==> config.mk <==
export PLATFORM = sky130hd
export DESIGN_NAME = ci_fir_driver
export DESIGN_NICKNAME = d
export VERILOG_FILES = /design/src/rtl/ci_fir_driver.sv
export SDC_FILE = /design/constraint.sdc
export NUM_CORES = 1
export LEC_CHECK = 0
export BUFFER_PORTS_ARGS = -buffer_cell sky130_fd_sc_hd__buf_4
export CORE_ASPECT_RATIO = 1.2
export CORE_MARGIN = 2
export CORE_UTILIZATION = 51
export CTS_BUF_LIST = sky130_fd_sc_hd__clkbuf_4 sky130_fd_sc_hd__clkbuf_8 sky130_fd_sc_hd__clkbuf_16
export CTS_CLUSTER_SIZE = 12
export DETAILED_ROUTE_END_ITERATION = 8
export GPL_ROUTABILITY_DRIVEN = 1
export GPL_TIMING_DRIVEN = 0
export PLACE_DENSITY = 0.82
export SYNTH_ARGS = -nofsm -noshare
export SYNTH_HDL_FRONTEND = slang
export SYNTH_SLANG_ARGS = --single-unit
==> constraint.sdc <==
create_clock -name clk -period 4.7 [get_ports clk]
set_input_delay 0 -clock clk [delete_from_list [all_inputs] [get_ports clk]]
set_output_delay 0 -clock clk [all_outputs]
set_load 0.01 [all_outputs]
==> src/rtl/ci_fir_driver.sv <==
// Custom-instruction driver: hands each accepted sample to a multi-cycle slave
// and presents the slave result downstream, with a bounded wait for the slave.
module ci_fir_driver #(
    parameter int unsigned TIMEOUT = 31
) (
    input  logic        clk,
    input  logic        reset,
    input  logic        s_valid,
    input  logic [31:0] s_data,
    output logic        s_ready,
    output logic        ci_clk_en,
    output logic        ci_start,
    output logic [31:0] ci_dataa,
    input  logic [31:0] ci_result,
    input  logic        ci_done,
    output logic        m_valid,
    output logic [31:0] m_data,
    input  logic        m_ready,
    input  logic        clr_err,
    output logic        timeout_err,
    output logic        busy,
    output logic [15:0] count
);

    typedef enum logic [1:0] {IDLE, ISSUE, WAIT, HOLD} state_t;

    state_t     state;
    logic [7:0] timer;

    always_ff @(posedge clk) begin
        if (reset) begin
            state       <= IDLE;
            s_ready     <= 1'b1;
            ci_clk_en   <= 1'b0;
            ci_start    <= 1'b0;
            ci_dataa    <= '0;
            m_valid     <= 1'b0;
            m_data      <= '0;
            timeout_err <= 1'b0;
            count       <= '0;
            timer       <= '0;
            busy        <= 1'b0;
        end else begin
            // A timeout set later in this block overrides the clear.
            if (clr_err)
                timeout_err <= 1'b0;

            case (state)
                IDLE: begin
                    if (s_valid) begin
                        ci_dataa  <= s_data;
                        s_ready   <= 1'b0;
                        ci_start  <= 1'b1;
                        ci_clk_en <= 1'b1;
                        busy      <= 1'b1;
                        state     <= ISSUE;
                    end
                end
                ISSUE: begin
                    ci_start <= 1'b0;
                    timer    <= 8'(TIMEOUT);
                    state    <= WAIT;
                end
                WAIT: begin
                    if (ci_done) begin
                        m_data    <= ci_result;
                        m_valid   <= 1'b1;
                        count     <= count + 16'd1;
                        ci_clk_en <= 1'b0;
                        state     <= HOLD;
                    end else begin
                        timer <= timer - 8'd1;
                        if (timer == 8'd1) begin
                            // Dropping ci_clk_en is what aborts the slave.
                            timeout_err <= 1'b1;
                            ci_clk_en   <= 1'b0;
                            s_ready     <= 1'b1;
                            busy        <= 1'b0;
                            state       <= IDLE;
                        end
                    end
                end
                HOLD: begin
                    if (m_ready) begin
                        m_valid <= 1'b0;
                        s_ready <= 1'b1;
                        busy    <= 1'b0;
                        state   <= IDLE;
                    end
                end
                default: state <= IDLE;
            endcase
        end
    end

endmodule

Word level (Yosys, flattened, before mapping). Index checks and enable logic that the tools add are counted.

Eq/ne operators: 10. Mux-type cells: 26. $add $sub $neg: 2. Reductions and logical operators: 14.

Operators by type and width (count): adder 16 x 1 -> 16 bit (second input constant) (1); case mux 8 bit (2 select lines) (1); 2-to-1 mux 1 bit (14); != test 2 bit (second input constant) (5); AND reduction 3 bit (3); == test 8 x 1 -> 1 bit (second input constant) (1); 2-to-1 mux 2 bit (4); 2-to-1 mux 8 bit (1); case mux 2 bit (4 select lines) (1); AND reduction 2 bit (4); nonzero test 2 bit (4); subtractor 8 x 1 -> 8 bit (second input constant) (1); case mux 1 bit (2 select lines) (3); case mux 1 bit (3 select lines) (2); AND reduction 5 bit (1); == test 2 bit (second input constant) (2); != test 3 bit (second input constant) (1); nonzero test 3 bit (1); == test 2 x 1 -> 1 bit (second input constant) (1); logical NOT 2 bit (1).

Register bits after elaboration: 96. Output and inout bits: 86.

Longest topological paths before layout.
Depth in word-level cells: 4. Gate-level depth with buffers: 8.

Least setup slack after synthesis. Ideal clock, no wire load.

Kind: register to register. From: reg state[0]. To: reg s_ready. Arrival time: 1.566 ns. Buffers on the path: 1. Stages on the path, launching flop included: 7. Setup time: 0.120 ns. Data required time: 4.580 ns. Setup slack: 3.014 ns. Cell sequence: dfxtp_1 inv_1 ha_1 buf_4 nor4_1 nor3_1 a211o_1.

Cells in the longest elaborated chain, start to end: 3. Elaborated cells on any way between the ends: 10. Those cells by class: eq/ne (6); mux (1); reduce/logical (3).

RTL lines: start, declared (line 27) `state_t state;`; start signal, assigned (line 32) `state <= IDLE;`; start signal, assigned (line 56) `state <= ISSUE;`; start signal, assigned (line 62) `state <= WAIT;`; == test 2 bit / logical NOT 2 bit (equally long branches) (line 48) `case (state)`; != test 2 bit (no line) / nonzero test 3 bit (equally long branches); AND reduction 5 bit (no line); end signal, assigned (line 52) `s_ready <= 1'b0;`; end signal, assigned (line 77) `s_ready <= 1'b1;`; end signal, assigned (line 86) `s_ready <= 1'b1;`; end, declared (line 10) `output logic s_ready,`.

Parallel ways exist; a longest one is shown, timed or not. A chain may end at the register's enable or synchronous reset.

Final worst setup path. Same ends and word-level chain as after synthesis.

==> impl_metrics.json <==
{
  "slew_viol_final": 0,
  "mostFrequentLayoutCell": "buf_4",
  "final_cell_mix": "buf_4 (158), nand2_1 (141), dfxtp_1 (96)",
  "slew-limit-headroom": 0.602,
  "stdcell_area_um2": 5920,
  "start_kind": "register",
  "fin_tns_setup_ns": 0,
  "rsz0062_at_grt": "no",
  "gr-total-overflow": 0,
  "grt_pass1_wl_um": 18700,
  "hold_path.class": "primary input to register",
  "syn_inst": 469,
  "cts_buffer_depth": 2,
  "skew_ns": 0.0101,
  "p_comb_frac": 0.278,
  "die-width_um": 82.7,
  "cts.sinks": 96,
  "die-area_um2": 8150,
  "yosysWarnings": 0,
  "switching_share": 0.314,
  "crit_path_max_fanout": 10,
  "io_pins": 156,
  "vias": 4148,
  "drv_cap": 0,
  "ys_types": 42,
  "p_per_area_nw_per_um2": 350,
  "cts_tree": "built",
  "cts_setup_buffers": 0,
  "fp.dieH_um": 98.5,
  "worstMarginPinSlew_ns": 0.591,
  "dp.cells": 713,
  "power.total_mw": 2.07,
  "grt_usage": 0.295,
  "gp_congestion": 0.882,
  "clkLatencyLatePin_ns": 0.36,
  "syn_area_per_cell_um2": 8.09,
  "clockPowerShare": 0.261,
  "drc": 0,
  "nets": 778,
  "cts-buffers-inserted": 9,
  "synth_edf_count": 0,
  "num_rows": 34,
  "coreArea_um2": 7230,
  "arrival_ns": 2.30,
  "end_kind": "register",
  "antennaDiodeCount": 0,
  "fillerInstances": 459,
  "wl_per_cell_um": 15.1,
  "ir_drop_mv": 0.228,
  "fin_cells": 795,
  "ant_nets": 0,
  "clockRootBuffer": "clkbuf_8",
  "grt_max_degree": 17,
  "power_frac_seq": 0.460,
  "setup_viol": 0,
  "seq_area_frac_synth": 0.506,
  "drive_gt1_frac": 0.264,
  "status": "completed",
  "crit_required_ns": 4.95,
  "synth_seq_cells": 96,
  "first_global_vias": 4209,
  "max_freq_mhz": 488,
  "period_share": 0.436,
  "htreeDepth": 3,
  "syn_area_um2": 3790,
  "syn-num-nets": 547,
  "async_flop_share": 0,
  "drtIter0Drc": 159,
  "hold_viol": 0,
  "finalCriticalPeriod_ns": 2.05,
  "routed_wl_um": 12000,
  "fin_util": 0.819,
  "grt_antenna_before_repair": 0,
  "placed_area_um2": 5060,
  "initial_utilization": 0.525,
  "place.port_buffers": 154,
  "via_per_inst": 5.22,
  "p_int_mw": 1.42,
  "clk_pin_slew_worst_paths_ns": 0.10,
  "area_growth_pct": 56.1,
  "path_class": "register to register",
  "dp_hpwl_um": 7540,
  "synthFlopType": "dfxtp_1",
  "dr.pass1.iters": 4,
  "p_leak_nw": 2.52,
  "switching_power_uw": 651
}
## routing by layer
metal  share of wire  track usage  routed length [um]  up-vias
li1                -            -                   -     2022
met5               0            0                   0        -
met2            0.52        0.543                6280      170
met1            0.37        0.302                4440     1913
met3           0.065       0.0668                 780       43
met4           0.040        0.145                 475        0
## area by class of cell
class	count	area, um2	area share
Tap cell	90	113	0.0190
Clock buffer	10	131	0.0222
Clock inverter	6	67.6	0.0114
Inverter	8	30.0	0.00507
Multi-Input combinational cell	334	1700	0.287
Timing Repair Buffer	220	1820	0.307
Sequential cell	96	1920	0.324
Buffer	31	144	0.0243
## power by group through the flow
| stage | clock (mW) | sequential [mW] | combinational (mW) |
|---|---|---|---|
| after floorplan | 0 | 0.987 | 0.277 |
| after global placement | 0 | 0.964 | 0.501 |
| after detailed placement | 0 | 0.969 | 0.517 |
| after CTS | 0.549 | 0.951 | 0.564 |
| after global routing | 0.584 | 0.966 | 0.632 |
| final | 0.542 | 0.955 | 0.577 |
## synth_stat cells (3+ instances only)
cell,count,share of area
dfxtp_1,96,0.51
nand2b_1,4,0.0066
or3_1,5,0.0082
and2_1,5,0.0082
nor2_1,23,0.023
nor2b_1,3,0.0049
ha_1,8,0.026
clkbuf_1,20,0.020
xor2_1,8,0.018
nand3_1,4,0.0053
inv_1,8,0.0079
buf_4,4,0.0079
a211oi_1,4,0.0079
a21oi_1,81,0.11
nor4_1,3,0.0049
o21ai_0,10,0.013
nor3_1,4,0.0053
buf_2,4,0.0053
nand2_1,141,0.14
nand4_1,6,0.0099
## state kept, by name, summed over array words and instances (netlist names)
name         flops
m_valid          1
count           16
s_ready          1
state            2
m_data          32
ci_clk_en        1
ci_start         1
timer            8
busy             1
ci_dataa        32
timeout_err      1
## path summary, 6_finish.rpt
path / start / endpoint / slack, ns / cells after the start
max: state[0] / s_ready / 2.65 / 6
min: s_valid / ci_dataa[26] / 0.10 / 4
max reg2reg: state[0] / s_ready / 2.65 / 6
min reg2reg: m_data[4] / m_data[4] / 0.46 / 2
## worst max-delay path: stages, from the launching register on
cell and delay (ns):
dfxtp_1 0.39, inv_1 0.12, ha_1 0.23, buf_4 0.17, nor4_1 0.56, nor3_1 0.19
a211o_1 0.29
## stage by stage
stage	worst slack (ns)	hold slack, ns
finish	2.65	0.102
global placement	2.77	0.245
detailed placement	2.67	0.257
floorplan	3.01	0.136
CTS	2.65	0.0956
global route	2.51	0.111
## cells by family (layout without fill, tap and decap cells)
| group | after synthesis | count (layout) | share of synthesized area |
|---|---|---|---|
| AOI/OAI and AO/OA | 105 | 105 | 0.148 |
| xor gates and xnor gates | 10 | 10 | 0.0231 |
| adders and majority gates | 8 | 8 | 0.0264 |
| buffers and inverters | 39 | 275 | 0.0458 |
| DFF | 96 | 96 | 0.506 |
| muxes | 2 | 2 | 0.00593 |
| and+or+nand+nor | 209 | 209 | 0.244 |
## what timing repair did
action	in CTS	in global routing
endpoints found under the setup margin	0	0
resized for setup	0	0
hold endpoints to repair	66	0
hold buffers	66	0
Power figures use the tool's default switching activity.
